## config.mk

```make
export PLATFORM = sky130hd
export DESIGN_NAME = risc_sequencer_flat
export DESIGN_NICKNAME = d
export VERILOG_FILES = /design/src/rtl/risc_pkg.sv /design/src/rtl/risc_sequencer_if.sv /design/src/rtl/risc_phase_ctr.sv /design/src/rtl/risc_sequencer.sv /design/src/flat_wrapper.sv
export SDC_FILE = /design/constraint.sdc
export NUM_CORES = 1
export LEC_CHECK = 0
export CAP_MARGIN = 20
export CORE_UTILIZATION = 39
export CTS_BUF_LIST = sky130_fd_sc_hd__clkbuf_16
export DETAILED_ROUTE_END_ITERATION = 8
export GPL_ROUTABILITY_DRIVEN = 0
export HOLD_SLACK_MARGIN = 0.15
export PLACE_DENSITY = 0.72
export SETUP_SLACK_MARGIN = 0.3
export SLEW_MARGIN = 20
export SYNTH_ARGS = -nofsm -noshare
export SYNTH_HDL_FRONTEND = slang
export SYNTH_HIERARCHICAL = 1
export SYNTH_SLANG_ARGS = --single-unit
```

## constraint.sdc

```tcl
create_clock -name clk -period 1.44 [get_ports clk]
set_clock_uncertainty 0.05 [all_clocks]
set_input_delay 0.288 -clock clk [delete_from_list [all_inputs] [get_ports clk]]
set_output_delay 0.288 -clock clk [all_outputs]
set_load 0.005 [all_outputs]
```

## src/rtl/risc_pkg.sv

```systemverilog
// Shared types for the RISC instruction sequencer: opcodes, phases and the
// registered control-strobe bundle.
package risc_pkg;

   localparam int OPCODE_W = 3;
   localparam int PHASE_W  = 3;

   typedef enum logic [OPCODE_W-1:0] {
      HLT = 3'd0, SKZ = 3'd1, ADD = 3'd2, AND = 3'd3,
      XOR = 3'd4, LDA = 3'd5, STO = 3'd6, JMP = 3'd7
   } opcode_e;

   typedef enum logic [PHASE_W-1:0] {
      INST_ADDR = 3'd0, INST_FETCH = 3'd1, INST_LOAD = 3'd2, IDLE  = 3'd3,
      OP_ADDR   = 3'd4, OP_FETCH   = 3'd5, ALU_OP    = 3'd6, STORE = 3'd7
   } phase_e;

   typedef struct packed {
      logic sel;
      logic rd;
      logic wr;
      logic ld_ir;
      logic ld_ac;
      logic inc_pc;
      logic ld_pc;
      logic data_e;
      logic halt;
   } ctl_t;

   // Reset leaves the PC selected as the memory address, nothing else active.
   localparam ctl_t CTL_RESET = '{sel: 1'b1, default: 1'b0};

   function automatic logic is_aluop(input opcode_e op);
      return op inside {ADD, AND, XOR, LDA};
   endfunction

endpackage

```

## src/rtl/risc_sequencer_if.sv

```systemverilog
// Sequencer control/status bundle. Optional instr_cnt is present only when
// RISC_SEQ_INSTR_CNT_EN is defined.
interface risc_sequencer_if;
   import risc_pkg::*;

   logic                enab;
   logic [OPCODE_W-1:0] opcode;
   logic                zero;
   logic [PHASE_W-1:0]  phase;
   logic                sel;
   logic                rd;
   logic                wr;
   logic                ld_ir;
   logic                ld_ac;
   logic                inc_pc;
   logic                ld_pc;
   logic                data_e;
   logic                halt;
`ifdef RISC_SEQ_INSTR_CNT_EN
   logic [15:0]         instr_cnt;
`endif

   modport master (
      output enab, opcode, zero,
      input  phase, sel, rd, wr, ld_ir, ld_ac, inc_pc, ld_pc, data_e, halt
`ifdef RISC_SEQ_INSTR_CNT_EN
      , input instr_cnt
`endif
   );

   modport slave (
      input  enab, opcode, zero,
      output phase, sel, rd, wr, ld_ir, ld_ac, inc_pc, ld_pc, data_e, halt
`ifdef RISC_SEQ_INSTR_CNT_EN
      , output instr_cnt
`endif
   );

endinterface

```

## src/rtl/risc_phase_ctr.sv

```systemverilog
// Eight-phase counter: advances by one (wrapping STORE -> INST_ADDR) on every
// clock where advance is high, holds otherwise.
module risc_phase_ctr
   import risc_pkg::*;
(
   input  logic   clk,
   input  logic   rst,
   input  logic   advance,
   output phase_e phase,
   output phase_e phase_nxt
);

   assign phase_nxt = phase_e'(phase + 3'd1);

   // NOTE: sequential state uses non-blocking assignments so every register
   // samples pre-edge values regardless of process ordering.
   always_ff @(posedge clk or negedge rst) begin
      if (!rst)
         phase <= INST_ADDR;
      else if (advance)
         phase <= phase_nxt;
   end

endmodule

```

## src/rtl/risc_sequencer.sv

```systemverilog
// RISC instruction sequencer: one instruction per eight enabled clocks, all
// strobes registered from the upcoming phase. Optional RISC_SEQ_INSTR_CNT_EN
// adds a retired-instruction counter.
module risc_sequencer
   import risc_pkg::*;
(
   input logic              clk,
   input logic              rst,
   risc_sequencer_if.slave  bus
);

   phase_e  phase_q;
   phase_e  phase_nxt;
   opcode_e op;
   logic    advance;
   logic    aluop;
   ctl_t    ctl_q;
   ctl_t    ctl_d;

   assign op      = opcode_e'(bus.opcode);
   assign aluop   = is_aluop(op);
   // Once halted the whole sequencer freezes; only reset restarts it.
   assign advance = bus.enab & ~ctl_q.halt;

   risc_phase_ctr u_phase_ctr (
      .clk       (clk),
      .rst       (rst),
      .advance   (advance),
      .phase     (phase_q),
      .phase_nxt (phase_nxt)
   );

   // Decode for the phase being entered so the registered strobes line up
   // with the phase value shown in the same cycle.
   always_comb begin
      // NOTE: default every field first so no path through the case infers a latch.
      ctl_d = '0;
      unique case (phase_nxt)
         INST_ADDR:  ctl_d.sel = 1'b1;
         INST_FETCH: begin
            ctl_d.sel = 1'b1;
            ctl_d.rd  = 1'b1;
         end
         INST_LOAD, IDLE: begin
            ctl_d.sel   = 1'b1;
            ctl_d.rd    = 1'b1;
            ctl_d.ld_ir = 1'b1;
         end
         OP_ADDR: begin
            ctl_d.halt   = (op == HLT);
            ctl_d.inc_pc = (op != HLT);
         end
         OP_FETCH:   ctl_d.rd = aluop;
         ALU_OP: begin
            ctl_d.rd     = aluop;
            ctl_d.inc_pc = (op == SKZ) && bus.zero;
            ctl_d.ld_pc  = (op == JMP);
            ctl_d.data_e = (op == STO);
         end
         STORE: begin
            ctl_d.rd     = aluop;
            ctl_d.ld_ac  = aluop;
            ctl_d.ld_pc  = (op == JMP);
            ctl_d.wr     = (op == STO);
            ctl_d.data_e = (op == STO);
         end
         default: ctl_d = '0;
      endcase
   end

   always_ff @(posedge clk or negedge rst) begin
      if (!rst)
         ctl_q <= CTL_RESET;
      else if (advance)
         ctl_q <= ctl_d;
   end

`ifdef RISC_SEQ_INSTR_CNT_EN
   logic [15:0] instr_cnt_q;

   always_ff @(posedge clk or negedge rst) begin
      if (!rst)
         instr_cnt_q <= '0;
      else if (advance && phase_q == STORE)
         instr_cnt_q <= instr_cnt_q + 16'd1;
   end

   assign bus.instr_cnt = instr_cnt_q;
`endif

   assign bus.phase  = phase_q;
   assign bus.sel    = ctl_q.sel;
   assign bus.rd     = ctl_q.rd;
   assign bus.wr     = ctl_q.wr;
   assign bus.ld_ir  = ctl_q.ld_ir;
   assign bus.ld_ac  = ctl_q.ld_ac;
   assign bus.inc_pc = ctl_q.inc_pc;
   assign bus.ld_pc  = ctl_q.ld_pc;
   assign bus.data_e = ctl_q.data_e;
   assign bus.halt   = ctl_q.halt;

endmodule

```

## src/flat_wrapper.sv

```systemverilog
// flat-port wrapper written by rule: the top's interface ports become plain ports
module risc_sequencer_flat import risc_pkg::*;
  (clk, rst, bus_enab, bus_opcode, bus_zero, bus_phase, bus_sel, bus_rd, bus_wr, bus_ld_ir, bus_ld_ac, bus_inc_pc, bus_ld_pc, bus_data_e, bus_halt);
  risc_sequencer_if bus_i ();
  input logic clk;
  input logic rst;
  input wire logic [$bits(bus_i.enab)-1:0] bus_enab;
  input wire logic [$bits(bus_i.opcode)-1:0] bus_opcode;
  input wire logic [$bits(bus_i.zero)-1:0] bus_zero;
  output wire logic [$bits(bus_i.phase)-1:0] bus_phase;
  output wire logic [$bits(bus_i.sel)-1:0] bus_sel;
  output wire logic [$bits(bus_i.rd)-1:0] bus_rd;
  output wire logic [$bits(bus_i.wr)-1:0] bus_wr;
  output wire logic [$bits(bus_i.ld_ir)-1:0] bus_ld_ir;
  output wire logic [$bits(bus_i.ld_ac)-1:0] bus_ld_ac;
  output wire logic [$bits(bus_i.inc_pc)-1:0] bus_inc_pc;
  output wire logic [$bits(bus_i.ld_pc)-1:0] bus_ld_pc;
  output wire logic [$bits(bus_i.data_e)-1:0] bus_data_e;
  output wire logic [$bits(bus_i.halt)-1:0] bus_halt;
  assign bus_i.enab = bus_enab;
  assign bus_i.opcode = bus_opcode;
  assign bus_i.zero = bus_zero;
  assign bus_phase = bus_i.phase;
  assign bus_sel = bus_i.sel;
  assign bus_rd = bus_i.rd;
  assign bus_wr = bus_i.wr;
  assign bus_ld_ir = bus_i.ld_ir;
  assign bus_ld_ac = bus_i.ld_ac;
  assign bus_inc_pc = bus_i.inc_pc;
  assign bus_ld_pc = bus_i.ld_pc;
  assign bus_data_e = bus_i.data_e;
  assign bus_halt = bus_i.halt;
  risc_sequencer u_core (.clk(clk), .rst(rst), .bus(bus_i));
endmodule
```

==> results of run 1 <==
[synthesized netlist by cell type (2+ instances only)]
cell	n
nor3_1	2
xor2_1	3
inv_1	2
buf_6	2
nor2_1	3
a22o_1	2
o21ai_1	2
nand2_1	8
dfrtp_1	11
[metal layers]
layer	GRT usage, %	share of wire [%]	routed length [um]
met5	0	0	0
met4	8.06	0.53	10
met3	5.43	3.1	59
met2	44.1	52	981
met1	34.8	44	831
[path summary, 6_finish.rpt]
| check | from | endpoint | slack [ps] | cells after the start |
|---|---|---|---|---|
| max | u_core/u_phase_ctr/phase[1] | u_core/bus.inc_pc | -140 | 5 |
| min | rst | u_core/bus.inc_pc | 320 | 2 |
| max reg2reg | u_core/u_phase_ctr/phase[1] | u_core/bus.inc_pc | -140 | 5 |
| min reg2reg | u_core/bus.sel | u_core/bus.sel | 430 | 2 |
| max in group asynchronous | rst | u_core/bus.sel | 780 | 2 |
| min in group clk | u_core/bus.sel | u_core/bus.sel | 430 | 2 |
[area by class of cell]
type / count / area, um2 / area share, %
multi-input cells: 34 / 359 / 31.7
inverters: 3 / 16.3 / 1.44
clock buffers: 3 / 75.1 / 6.63
well taps: 15 / 18.8 / 1.66
flip-flops and latches: 12 / 303 / 26.7
repair buffers: 44 / 357 / 31.5
clock inverters: 1 / 3.75 / 0.331
[power by group through the flow]
stage | registers [W] | clock network, W | logic, W
5_1_grt | 0.000616 | 0.000544 | 0.00189
2_1_floorplan | 0.000584 | 0 | 0.000555
4_1_cts | 0.000593 | 0.000523 | 0.00164
6_report | 0.000596 | 0.000520 | 0.00177
3_3_place_gp | 0.000562 | 0 | 0.00107
3_5_place_dp | 0.000571 | 0 | 0.00109
[timing repair]
item	CTS	global route
setup endpoints to repair	23	17
gates resized for setup	69	3
buffers inserted	16	0
pin swaps	7	2
[sequential cells by signal (all words and copies together), names as in the netlist]
| signal | count |
|---|---|
| u_core/u_phase_ctr/phase | 3 |
| u_core/bus.data_e | 1 |
| u_core/bus.halt | 1 |
| u_core/bus.inc_pc | 1 |
| u_core/bus.ld_ac | 1 |
| u_core/bus.ld_ir | 1 |
| u_core/bus.ld_pc | 1 |
| u_core/bus.rd | 1 |
| u_core/bus.sel | 1 |
| u_core/bus.wr | 1 |
[stage by stage]
stage	hold slack [ps]	instance area, um2	total power, W	std cells
after CTS	312	1120	0.00276	112
after floorplan	-57.6	619	0.00114	51
after global routing	339	1130	0.00305	112
final	319	1130	0.00289	112
after detailed placement	408	871	0.00166	92
after global placement	399	871	0.00163	92
[critical path, delay by kind of cell (launching register included)]
family	cells	cell delay [ps]
fa+ha+maj	1	190
xor+xnor	1	210
compound gates	2	320
simple gates	1	290
flops	1	400
[logic make-up (layout without fill, tap and decap cells)]
| kind of cell | Yosys count | in the layout | synth area share (%) |
|---|---|---|---|
| XOR/XNOR | 4 | 4 | 5.82 |
| flip-flops | 12 | 12 | 50.1 |
| AO/OA/AOI/OAI | 10 | 10 | 15.2 |
| multiplexers | 1 | 1 | 2.49 |
| AND/OR/NAND/NOR | 18 | 18 | 18.7 |
| buffers and inverters | 5 | 51 | 5.61 |
| adder cells (fa/ha/maj) | 1 | 1 | 2.08 |
==> metrics.csv, run 1 <==
stage;metric;value;unit
status;status;complete, but fails checks;
status;violations;negative setup slack;
final_layout;layout_commonest_cell;buf_4;
critical_path;worstPathRequired;1520;ps
power;switchingPower;0.00104;W
power;cellLeakagePower;0.574;nW
clock_tree;ctsHoldBuffers;0;
flow_run;cap_violations;0;
critical_path;crit_path_max_incr_delay;400;ps
grt;grt_pass1_vias;560;
floorplanning;die_w;41.3;um
synth;ys.flop_type;dfrtp_1;
floorplanning;start_util;44.0;%
power;combPwrFrac;61.4;%
critical_path;path_cells;ha_4 -> xor2_4 -> nor3b_4 -> a32oi_1 -> o41ai_2;
critical_path;critPathCaptureType;register;
power;pwr-share-seq;20.6;%
synth;netlist_instances;51;
clock_tree;cts_tree;built;
final_layout;diodes;0;
grt;grt_overflow;0;
grt;grt_use_total;26.7;%
synth;avgSynthCellArea;11.8;um2
min_path;hold_path_class;in -> async;
synth;synth_top_area_share;45.7;%
grt;grt_max_degree;13;
drt;viasPerCell;5.20;
power;powerDensity;2550;nW/um2
final_layout;drive_gt1_share;61.9;%
drt;drt_iter0_drc;23;
placed_design;dp_slack;-139;ps
synth;synth_warnings;6;
final_layout;syn2layout_area_growth;88.2;%
synth;synth_top_area_cell;dfrtp_1;
sta;fmax;0.631;GHz
critical_path;start_kind;register;
sta;setup_ws;-145;ps
drt;vias;582;
floorplanning;rows;13;
power;intPower;0.00185;W
clock_tree;h-tree-depth;1;
clock_tree;cts_buffer_depth;2;
floorplanning;core;1370;um2
floorplanning;die_h;41.3;um
synth;synth_nets;59;
sta;setup_tns;-238;ps
drt;wl_per_cell;16.8;um
floorplanning;die_area;1700;um2
power;vdd_drop_max;1780;uV
sta;max_slew_margin;82.1;%
sta;final-hold-violation-count;0;
final_layout;fill_cells;73;
clock_tree;clock_latency;240;ps
sta;rsz0062_at_grt;true;
synth;async_reset_ff_share;100;%
drt;drc_errors;0;
critical_path;critPathSlowestCell;dfrtp_1;
placed_design;place_hpwl;945;um
synth;synth_cell_types;25;
sta;period_share;110;%
drt;final_antenna_net_count;0;
synth;yosysSeqAreaShare;50.1;%
sta;min_period;1580;ps
drt;drtPass1Iterations;4;
power;p_sw_share;36.0;%
placed_design;io_buffer_count;18;
clock_tree;clock-sinks;12;
sta;setup_viol_count_final;4;
clock_tree;numCtsBuffers;3;
final_layout;mostFrequentLayoutCells;buf_4 (20), dfrtp_1 (10), buf_2 (8), buf_6 (8), nand2_1 (6);
final_layout;nets;106;
clock_tree;clock_tree.root_cell;clkbuf_16;
power;p_clk_share;18.0;%
synth;synth_edf_count;0;
drt;routed_wl;1880;um
synth;syn-cell-area;602;um2
synth;synthTopCellsByArea;dfrtp_1 (46%), nand2_1 (5.0%), dfstp_2 (4.4%), xor2_1 (4.4%), buf_6 (3.7%);
floorplanning;ios;19;
sta;slew_viol_final;0;
critical_path;cp_max_fo;5;
synth;ys_seq_elements;12;
clock_tree;path_clk_slew;50;ps
grt;antenna_found_initial;0;
critical_path;worstPathArrival;1670;ps
final_layout;final_util;82.9;%
grt;grt_first_pass_wirelength;2850;um
sta;tightest_slew;268;ps
critical_path;critPathKind;reg -> reg;
Power figures use the tool's default switching activity.
==> inputs of run 2 (changes only) <==
Settings changed: CORE_MARGIN from default to 2.
==> metrics.csv, run 2 (same netlist as run 1, synthesis figures left out) <==
stage;metric;value;unit
status;status;complete, but fails checks;
status;violations;negative setup slack;
final_layout;nets;104;
critical_path;r2r_slack;-20;ps
final_layout;diodes;0;
sta;setup_ws;-23.5;ps
power;cellLeakagePower;0.549;nW
final_layout;final_util;74.4;%
floorplanning;ios;19;
grt;grt_pass1_vias;607;
critical_path;worstSetupStartpoint;u_core/u_phase_ctr/phase[1];
floorplanning;start_util;40.9;%
critical_path;cp_top_family;buffers and inverters;
sta;slew_viol_final;0;
clock_tree;numCtsBuffers;3;
critical_path;crit_top_cell;buf_4;
grt;grt_use_total;20.1;%
critical_path;critPathCaptureType;output pin;
critical_path;reg2reg_depth;5;
drt;drc_errors;0;
sta;fmax;0.683;GHz
drt;wl_per_cell;13.9;um
clock_tree;cts_buffer_depth;2;
critical_path;path_buf_inv;3;
sta;setup_viol_count_final;5;
power;vdd_drop_max;1780;uV
critical_path;crit_end;bus_phase[1];
grt;grt_overflow;0;
sta;rsz0062_at_grt;true;
sta;period_share;102;%
critical_path;start_kind;register;
power;powerDensity;2460;nW/um2
sta;min_period;1460;ps
critical_path;rr_endpoint;u_core/bus.inc_pc;
drt;final_antenna_net_count;0;
grt;grt_use_met2;32.5;%
placed_design;dpl-instance-area;865;um2
final_layout;largest-register;u_core/u_phase_ctr/phase;
critical_path;critPathKind;reg -> out;
min_path;hold_path_class;in -> async;
drt;drt_iter0_drc;5;
power;p_total;0.00270;W
clock_tree;clock-sinks;12;
final_layout;largest_register_ffs;3;
grt;busiest_layer;met2;
sta;final-hold-violation-count;0;
clock_tree;clock_latency;240;ps
critical_path;path_depth;3;
floorplanning;rows;14;
critical_path;critPathSlowestCell;dfrtp_1;
critical_path;worstPathRequired;1100;ps
drt;viasPerCell;4.99;
placed_design;io_buffer_count;18;
final_layout;final_area;1090;um2
placed_design;dp_slack;-152;ps
drt;drtPass1Iterations;3;
floorplanning;die_h;43.3;um
flow_run;cap_violations;0;
critical_path;r2r-start;u_core/u_phase_ctr/phase[1];
final_layout;drive_gt1_share;57.9;%
floorplanning;die_w;43.3;um
floorplanning;core;1470;um2
sta;max_slew_margin;83.3;%
grt;grt_max_degree;13;
final_layout;layout_commonest_cell;buf_4;
clock_tree;ctsHoldBuffers;0;
grt;grt_use_met1;24.1;%
critical_path;crit_path_max_incr_delay;410;ps
sta;tightest_slew;248;ps
final_layout;syn2layout_area_growth;81.9;%
critical_path;cp_max_fo;2;
critical_path;worstPathArrival;1130;ps
grt;grt_first_pass_wirelength;2640;um
grt;use_met3;3.83;%
floorplanning;die_area;1870;um2
clock_tree;h-tree-depth;1;
clock_tree;cts_tree;built;
final_layout;mostFrequentLayoutCells;buf_4 (18), dfrtp_1 (11), buf_2 (9);
drt;vias;554;
drt;routed_wl;1550;um
critical_path;path_cells;buf_4 -> buf_4 -> clkdlybuf4s15_2;
clock_tree;path_clk_slew;40;ps
clock_tree;clock_tree.root_cell;clkbuf_16;
grt;antenna_found_initial;0;
run 2: routing by layer:
layer / wire [um] / vias to the layer above
li1: - / 268
met1: 651 / 269
met2: 784 / 13
met3: 70 / 4
met4: 39 / 0
met5: 0 / -
run 2: power by group:
group	total (W)	switching (W)	internal (W)	leakage (nW)
logic	0.00161	0.000667	0.000947	0.358
registers	0.000570	0.0000918	0.000479	0.152
clock network	0.000510	0.000145	0.000366	0.0385
total	0.00270	0.000904	0.00179	0.549
run 2: metrics by stage:
stage / std cells / setup TNS [ps] / hold slack [ps]
after global routing: 111 / -365 / 314
after CTS: 109 / -22.2 / 304
after global placement: 92 / -398 / 406
after detailed placement: 92 / -488 / 410
after floorplan: 51 / 0 / -57.6
final: 111 / -66.1 / 301
run 2: timing repair:
| item | 4_1_cts | 5_1_grt |
|---|---|---|
| resized for setup | 62 | 5 |
| buffers inserted | 13 | 2 |
| endpoints found under the setup margin | 23 | 16 |
| pin swaps | 4 | 2 |
run 2: area by class of cell:
type	instances	area [um2]
fillers	106	377
repair buffers	42	344
multi-input cells	34	334
flip-flops and latches	12	302
clock buffers	3	75.1
well taps	16	20.0
inverters	3	16.3
clock inverters	1	3.75
run 2: worst reg2reg max path: cells and delay by family, from the launching register on:
family | cells | cell delay, ps
XOR/XNOR | 1 | 150
AO/OA/AOI/OAI | 2 | 330
adder cells (fa/ha/maj) | 1 | 200
AND/OR/NAND/NOR | 1 | 210
flip-flops | 1 | 410
run 2: how the worst min path moves through the flow:
stage | endpoint | startpoint | depth (start not counted) | slack, ps
after floorplan | u_core/bus.data_e | rst | 0 | -60
after global placement | u_core/bus.sel | u_core/bus.sel | 2 | 410
after detailed placement | u_core/bus.sel | u_core/bus.sel | 2 | 410
after CTS | u_core/bus.wr | rst | 2 | 300
after global routing | u_core/bus.ld_ir | rst | 2 | 310
final | u_core/bus.wr | rst | 2 | 300
==> inputs of run 3 (changes only) <==
Settings changed: SLEW_MARGIN 20 to 40.
==> results of run 3 <==
The final DEF is identical to that of run 2; final timing and power are the same.
